<file path="src/rtl/serial_subtractor.sv">
// Bit-serial subtractor: diff = a - b - bin, one bit per clock, LSB first,
// behind a start/done handshake. Results are registered and held until the next op completes.
module serial_subtractor #(
   parameter int WIDTH = 4
) (
   input  logic             clk,
   input  logic             rst,
   input  logic             start,
   input  logic [WIDTH-1:0] a,
   input  logic [WIDTH-1:0] b,
   input  logic             bin,
   output logic             busy,
   output logic             done,
   output logic [WIDTH-1:0] diff,
   output logic             bout,
   output logic             ovf
);

   localparam int CW = (WIDTH > 1) ? $clog2(WIDTH) : 1;

   typedef enum logic [1:0] {IDLE, RUN, DONE} state_t;

   state_t           state_reg;
   logic [WIDTH-1:0] a_sh_reg;
   logic [WIDTH-1:0] b_sh_reg;
   logic [WIDTH-1:0] res_reg;
   logic             br_reg;
   logic [CW-1:0]    cnt_reg;
   logic             a_msb_reg;
   logic             b_msb_reg;
   logic             busy_reg;
   logic             done_reg;
   logic [WIDTH-1:0] diff_reg;
   logic             bout_reg;
   logic             ovf_reg;

   // Single full-subtractor cell working on the current LSBs.
   logic             a_bit;
   logic             b_bit;
   logic             d_bit;
   logic             br_next;
   logic [WIDTH-1:0] res_next;
   logic             last_bit;

   assign a_bit    = a_sh_reg[0];
   assign b_bit    = b_sh_reg[0];
   assign d_bit    = a_bit ^ b_bit ^ br_reg;
   assign br_next  = (~a_bit & b_bit) | (~(a_bit ^ b_bit) & br_reg);
   assign res_next = {d_bit, res_reg[WIDTH-1:1]};
   assign last_bit = (cnt_reg == CW'(WIDTH - 1));

   always_ff @(posedge clk) begin
      if (rst) begin
         state_reg <= IDLE;
         a_sh_reg  <= '0;
         b_sh_reg  <= '0;
         res_reg   <= '0;
         br_reg    <= 1'b0;
         cnt_reg   <= '0;
         a_msb_reg <= 1'b0;
         b_msb_reg <= 1'b0;
         busy_reg  <= 1'b0;
         done_reg  <= 1'b0;
         diff_reg  <= '0;
         bout_reg  <= 1'b0;
         ovf_reg   <= 1'b0;
      end else begin
         case (state_reg)
            IDLE, DONE: begin
               done_reg <= 1'b0;
               if (start) begin
                  a_sh_reg  <= a;
                  b_sh_reg  <= b;
                  res_reg   <= '0;
                  br_reg    <= bin;
                  cnt_reg   <= '0;
                  a_msb_reg <= a[WIDTH-1];
                  b_msb_reg <= b[WIDTH-1];
                  busy_reg  <= 1'b1;
                  state_reg <= RUN;
               end else begin
                  state_reg <= IDLE;
               end
            end
            RUN: begin
               a_sh_reg <= a_sh_reg >> 1;
               b_sh_reg <= b_sh_reg >> 1;
               res_reg  <= res_next;
               br_reg   <= br_next;
               cnt_reg  <= cnt_reg + CW'(1);
               if (last_bit) begin
                  // d_bit is the MSB of the finished difference on this edge.
                  diff_reg  <= res_next;
                  bout_reg  <= br_next;
                  ovf_reg   <= (a_msb_reg ^ b_msb_reg) & (d_bit ^ a_msb_reg);
                  done_reg  <= 1'b1;
                  busy_reg  <= 1'b0;
                  state_reg <= DONE;
               end
            end
            default: begin
               busy_reg  <= 1'b0;
               done_reg  <= 1'b0;
               state_reg <= IDLE;
            end
         endcase
      end
   end

   assign busy = busy_reg;
   assign done = done_reg;
   assign diff = diff_reg;
   assign bout = bout_reg;
   assign ovf  = ovf_reg;

endmodule

</file>
<file path="config.mk">
export PLATFORM = sky130hd
export DESIGN_NAME = serial_subtractor
export DESIGN_NICKNAME = d
export VERILOG_FILES = /design/src/rtl/serial_subtractor.sv
export SDC_FILE = /design/constraint.sdc
export NUM_CORES = 1
export LEC_CHECK = 0
export ABC_AREA = 1
export BUFFER_PORTS_ARGS = -buffer_cell sky130_fd_sc_hd__buf_2
export CORE_MARGIN = 4
export CORE_UTILIZATION = 53
export CTS_CLUSTER_DIAMETER = 200
export CTS_CLUSTER_SIZE = 14
export DETAILED_ROUTE_END_ITERATION = 12
export PLACE_DENSITY = 0.73
export SYNTH_ARGS = -nofsm -noshare
export SYNTH_HDL_FRONTEND = slang
export SYNTH_SLANG_ARGS = --single-unit
</file>
<file path="constraint.sdc">
create_clock -name clk -period 1.5 [get_ports clk]
set_input_delay 0.3 -clock clk [delete_from_list [all_inputs] [get_ports clk]]
set_output_delay 0.3 -clock clk [all_outputs]
set_load 0.03 [all_outputs]
</file>
==> run metrics, run 1 <==
outcome=completed; Rows=16; Worst Path Buf+Inv=2; CP max-delay cell=fa_1; GRT Total Usage=17.5%; antenna violations before repair=0; register area share after synthesis=45.3%; top cell type's share of synthesized area=45.3%; Final Slew Violations=0; n_diodes=0; core box area=about 0.0020 sq mm; CTS Buffer Depth=2; fmax=729 MHz; Die W=54.6 um; Top Family by Delay on Critical Path=adder cells; DR vias/cell=5.02; RSZ-0062 raised after global routing=no; Fin. Hold Viols=0; Main synth FF type=dfxtp_1; final setup violation count=0; vias in the first global route=907; setup_tns=0 ns; Worst setup EP type=flip-flop; commonest cells after routing, fill and taps aside=dfxtp_1 (26), nand2_1 (24), nand3_1 (21), buf_2 (19), nor2_1 (18); top cells by area, synth=dfxtp_1 (45%), nand3_1 (9.1%), nand2_1 (7.8%); Clock Tree Root=clkbuf_4; clock sinks=26; Avg Inst Size Synth=between 7 and 8 sq um; switching part of the total=27.0%; io pins=20; worst-margin pin slew=0.277 ns; total CTS buffers=3; Flop pwr share=57.4%; commonest non-fill, non-tap cell in the layout=dfxtp_1; clock group share of total power=26.5%; final WL=2170 um; gr ovfl total=0; Synth area leader=dfxtp_1; Layout area overhead=11.6%; Die Y-Extent=between 50 and 60 um; min-delay worst type=in -> reg; # resized after CTS=0; PortBufs=19; crit-path cells=inv_1 > fa_1 > nor2_1 > nand2_1 > nand3_1 > nand2_1 > inv_1; final HPWL from detailed placement=1630 um; fin crit share=91.5%; Die ar.=0.00298 sq mm; Tmin final=1.37 ns; CTS tree=built; cts hold-fix bufs=0; DR iter-0 viols=11; max cap viols=0; Layout fillers=186; Mapped Cells=146; Initial Util=between 50% and 60%; Post-synth ARST share=0%; DRC viols=0; cell area after layout=0.00128 sq mm; Setup crit start kind=flip-flop; largest net degree at the start of global routing=20; switching pwr=0.353 mW; DP Area=0.00125 sq mm; Worst Path Required=1.73 ns; Worst EP arrival=1.61 ns; PD cells=1020 mW/mm^2; cell area after synthesis=0.00115 sq mm; delay of the slowest cell on the worst path=0.58 ns; Worst VDD drop=0.000677 V; worst skew pair latency=0.31 ns; H-tree Lvls=1; First-pass DRT Iterations=6; routed vias=roughly 970; leakage=0.608 nW; Post-CTS Setup Bufs=0; Nets=181; CP Class=reg -> reg; syn_nets=160; Slew HR=81.5%; Worst-path clk slew=0.14 ns; ratio of cells with drive above 1 in the final layout=20.5%; crit-path max FO=4; EDFF count, synth=0; combinational share of power=16.1%; Routed wire per std cell=11.2 um; synth warn=0; Yosys reg bits=26; clock skew=0.00317 ns; first-pass GRT wire length=3820 um; Final Wtd Congestion=between 0.7 and 0.8; library cells used by synthesis=23; Pint=about 0.96 mW; antenna viol nets, final=0
[kinds of logic after synthesis]
kind of cell	after synthesis	share of synthesized area [%]
simple gates	79	34.3
flops	26	45.3
buf+inv	22	9.57
compound gates	17	8.05
fa+ha+maj	2	2.83
[power by group through the flow]
stage	Combinational, mW	Sequential (mW)	Clock [mW]
2_1_floorplan	0.168	0.767	0
3_3_place_gp	0.205	0.764	0
3_5_place_dp	0.212	0.767	0
4_1_cts	0.214	0.752	0.356
5_1_grt	0.245	0.756	0.385
6_report	0.211	0.751	0.347
[path summary, 6_finish.rpt]
| kind | start | to | slack (ns) | depth (start not counted) |
|---|---|---|---|---|
| hold / removal | a[1] | a_sh_reg[1] | 0.21 | 3 |
| setup / recovery | b_sh_reg[0] | ovf | 0.13 | 7 |
| hold reg to reg | cnt_reg[0] | cnt_reg[0] | 0.48 | 1 |
| setup reg to reg | b_sh_reg[0] | ovf | 0.13 | 7 |
[per-layer routing]
metal  track usage, %  part of all wire (%)  up-vias
met5                0                     0        -
met4             6.64                   1.3        0
met3             2.72                   4.6        4
met2             28.1                    46       19
met1             23.4                    48      434
li1                 -                     -      511
[synthesized netlist by cell type, types with 2 or more instances]
cell type,number
o21ai_0,7
a21oi_1,7
nor3_1,7
nand2_1,24
nand3_1,21
o21bai_1,3
nand3b_1,2
dfxtp_1,26
nand2_4,2
nor2_1,18
inv_1,14
inv_2,2
buf_6,2
nor2_2,2
[worst reg2reg max path, stage by stage, from the launching register on]
cell,delay [ns]
dfxtp_1,0.34
inv_1,0.06
fa_1,0.58
nor2_1,0.07
nand2_1,0.06
nand3_1,0.08
nand2_1,0.08
inv_1,0.03
[area by class of cell]
cell class	count	area, sq um	area share, %
sequential	26	520	40.5
multi-input combinational	98	519	40.4
inverter	17	63.8	4.97
clock buffer	4	36.3	2.83
timing repair buffer	21	110	8.58
tap	27	33.8	2.63
[through the flow]
step	setup WS [ns]	hold slack, ns	util [%]	std cells	total power [mW]
6_report	0.128	0.207	64.1	193	1.31
5_1_grt	0.0391	0.210	64.1	193	1.39
4_1_cts	0.122	0.204	64.1	193	1.32
3_5_place_dp	0.137	0.466	62.3	189	0.979
3_3_place_gp	0.194	0.438	62.3	189	0.969
2_1_floorplan	0.240	0.430	-	146	0.935
Power figures use the tool's default switching activity.
==> run 2, diff against run 1 <==
Settings changed: REMOVE_ABC_BUFFERS set to 1.
==> run metrics, run 2 (same netlist as run 1, synthesis figures left out) <==
outcome=completed; Final Slew Violations=0; Die ar.=0.00298 sq mm; Worst EP arrival=about 1.6 ns; largest net degree at the start of global routing=20; fin crit share=90.0%; Tmin final=1.35 ns; ratio of cells with drive above 1 in the final layout=20.5%; Routed wire per std cell=around 11 um; CTS Buffer Depth=2; worst skew pair latency=0.32 ns; Final Wtd Congestion=around 0.84; io pins=20; Initial Util=57.4%; Rows=16; final WL=between 2000 and 2500 um; total CTS buffers=3; antenna viol nets, final=0; RSZ-0062 raised after global routing=no; Worst Path Required=1.73 ns; DRC viols=0; vias in the first global route=about 900; DR iter-0 viols=20; Pwr Total=1.31 mW; dpl ws=0.184 ns; DR vias/cell=5.08; Die W=approximately 55 um; DP Area=0.00125 sq mm; CTS tree=built; Worst setup EP type=flip-flop; PD cells=1020 mW/mm^2; clock skew=0.0112 ns; gr ovfl total=0; PortBufs=19; crit-path max FO=4; final HPWL from detailed placement=1610 um; Post-CTS Setup Bufs=0; final core occ=64.1%; Fin. Hold Viols=0; setup ws final=0.149 ns; Setup crit start kind=flip-flop; Slew HR=81.7%; fmax=740 MHz; first-pass GRT wire length=3640 um; Nets=181; commonest cells after routing, fill and taps aside=dfxtp_1 (26), nand2_1 (24), nand3_1 (21), buf_2 (19), nor2_1 (18); worst-margin pin slew=0.275 ns; Worst VDD drop=0.000567 V; n_diodes=0; leakage=approximately 0.6 nW; Clock Tree Root=clkbuf_4; antenna violations before repair=0; # resized after CTS=0; CP Class=reg -> reg; final setup violation count=0; GRT Total Usage=between 10% and 20%; core box area=about 0.002 sq mm; H-tree Lvls=1; min-delay worst type=in -> reg; setup_tns=0 ns; max cap viols=0; commonest non-fill, non-tap cell in the layout=dfxtp_1; First-pass DRT Iterations=4; Worst-path clk slew=between 0.1 and 0.15 ns; routed vias=980; cts hold-fix bufs=0; Die Y-Extent=54.6 um; clock sinks=26; cell area after layout=0.00128 sq mm; Layout area overhead=11.6%
-- run 2: path summary, 6_finish.rpt --
kind,slack [ns],endpoint,cells after the start,from
worst max-delay path,0.15,ovf,7,b_sh_reg[0]
worst min-delay path,0.20,a_sh_reg[2],3,a[2]
worst max register to register,0.15,ovf,7,b_sh_reg[0]
worst min register to register,0.48,cnt_reg[0],1,cnt_reg[0]
-- run 2: layout make-up --
type	instances	area, sq um
Fill cell	195	718
Tap cell	27	33.8
Multi-Input combinational cell	98	519
Clock buffer	4	36.3
Timing Repair Buffer	21	110
Inverter	17	63.8
Sequential cell	26	520
-- run 2: metrics by stage --
step                instances  hold WS (ns)
floorplan                 141         0.369
global placement          189         0.439
detailed placement        189         0.459
CTS                       193         0.199
global route              193         0.204
finish                    193         0.199
-- run 2: power breakdown --
group          internal, mW  total [mW]  switching (mW)
clock network         0.149       0.351           0.203
registers             0.730       0.750          0.0203
logic                0.0789       0.214           0.135
-- run 2: critical path, cell delays in order (launching register included) --
cell and delay, ns:
dfxtp_1 0.34, inv_1 0.06, fa_1 0.57, nor2_1 0.07
nand2_1 0.05, nand3_1 0.07, nand2_1 0.08, inv_1 0.03
-- run 2: per-layer routing --
metal	vias up	wire [um]	global-route usage, %
met5	-	0	0
met2	14	1070	29.3
met1	457	1020	20.1
li1	506	-	-
met3	3	74	2.45
met4	0	20	4.98
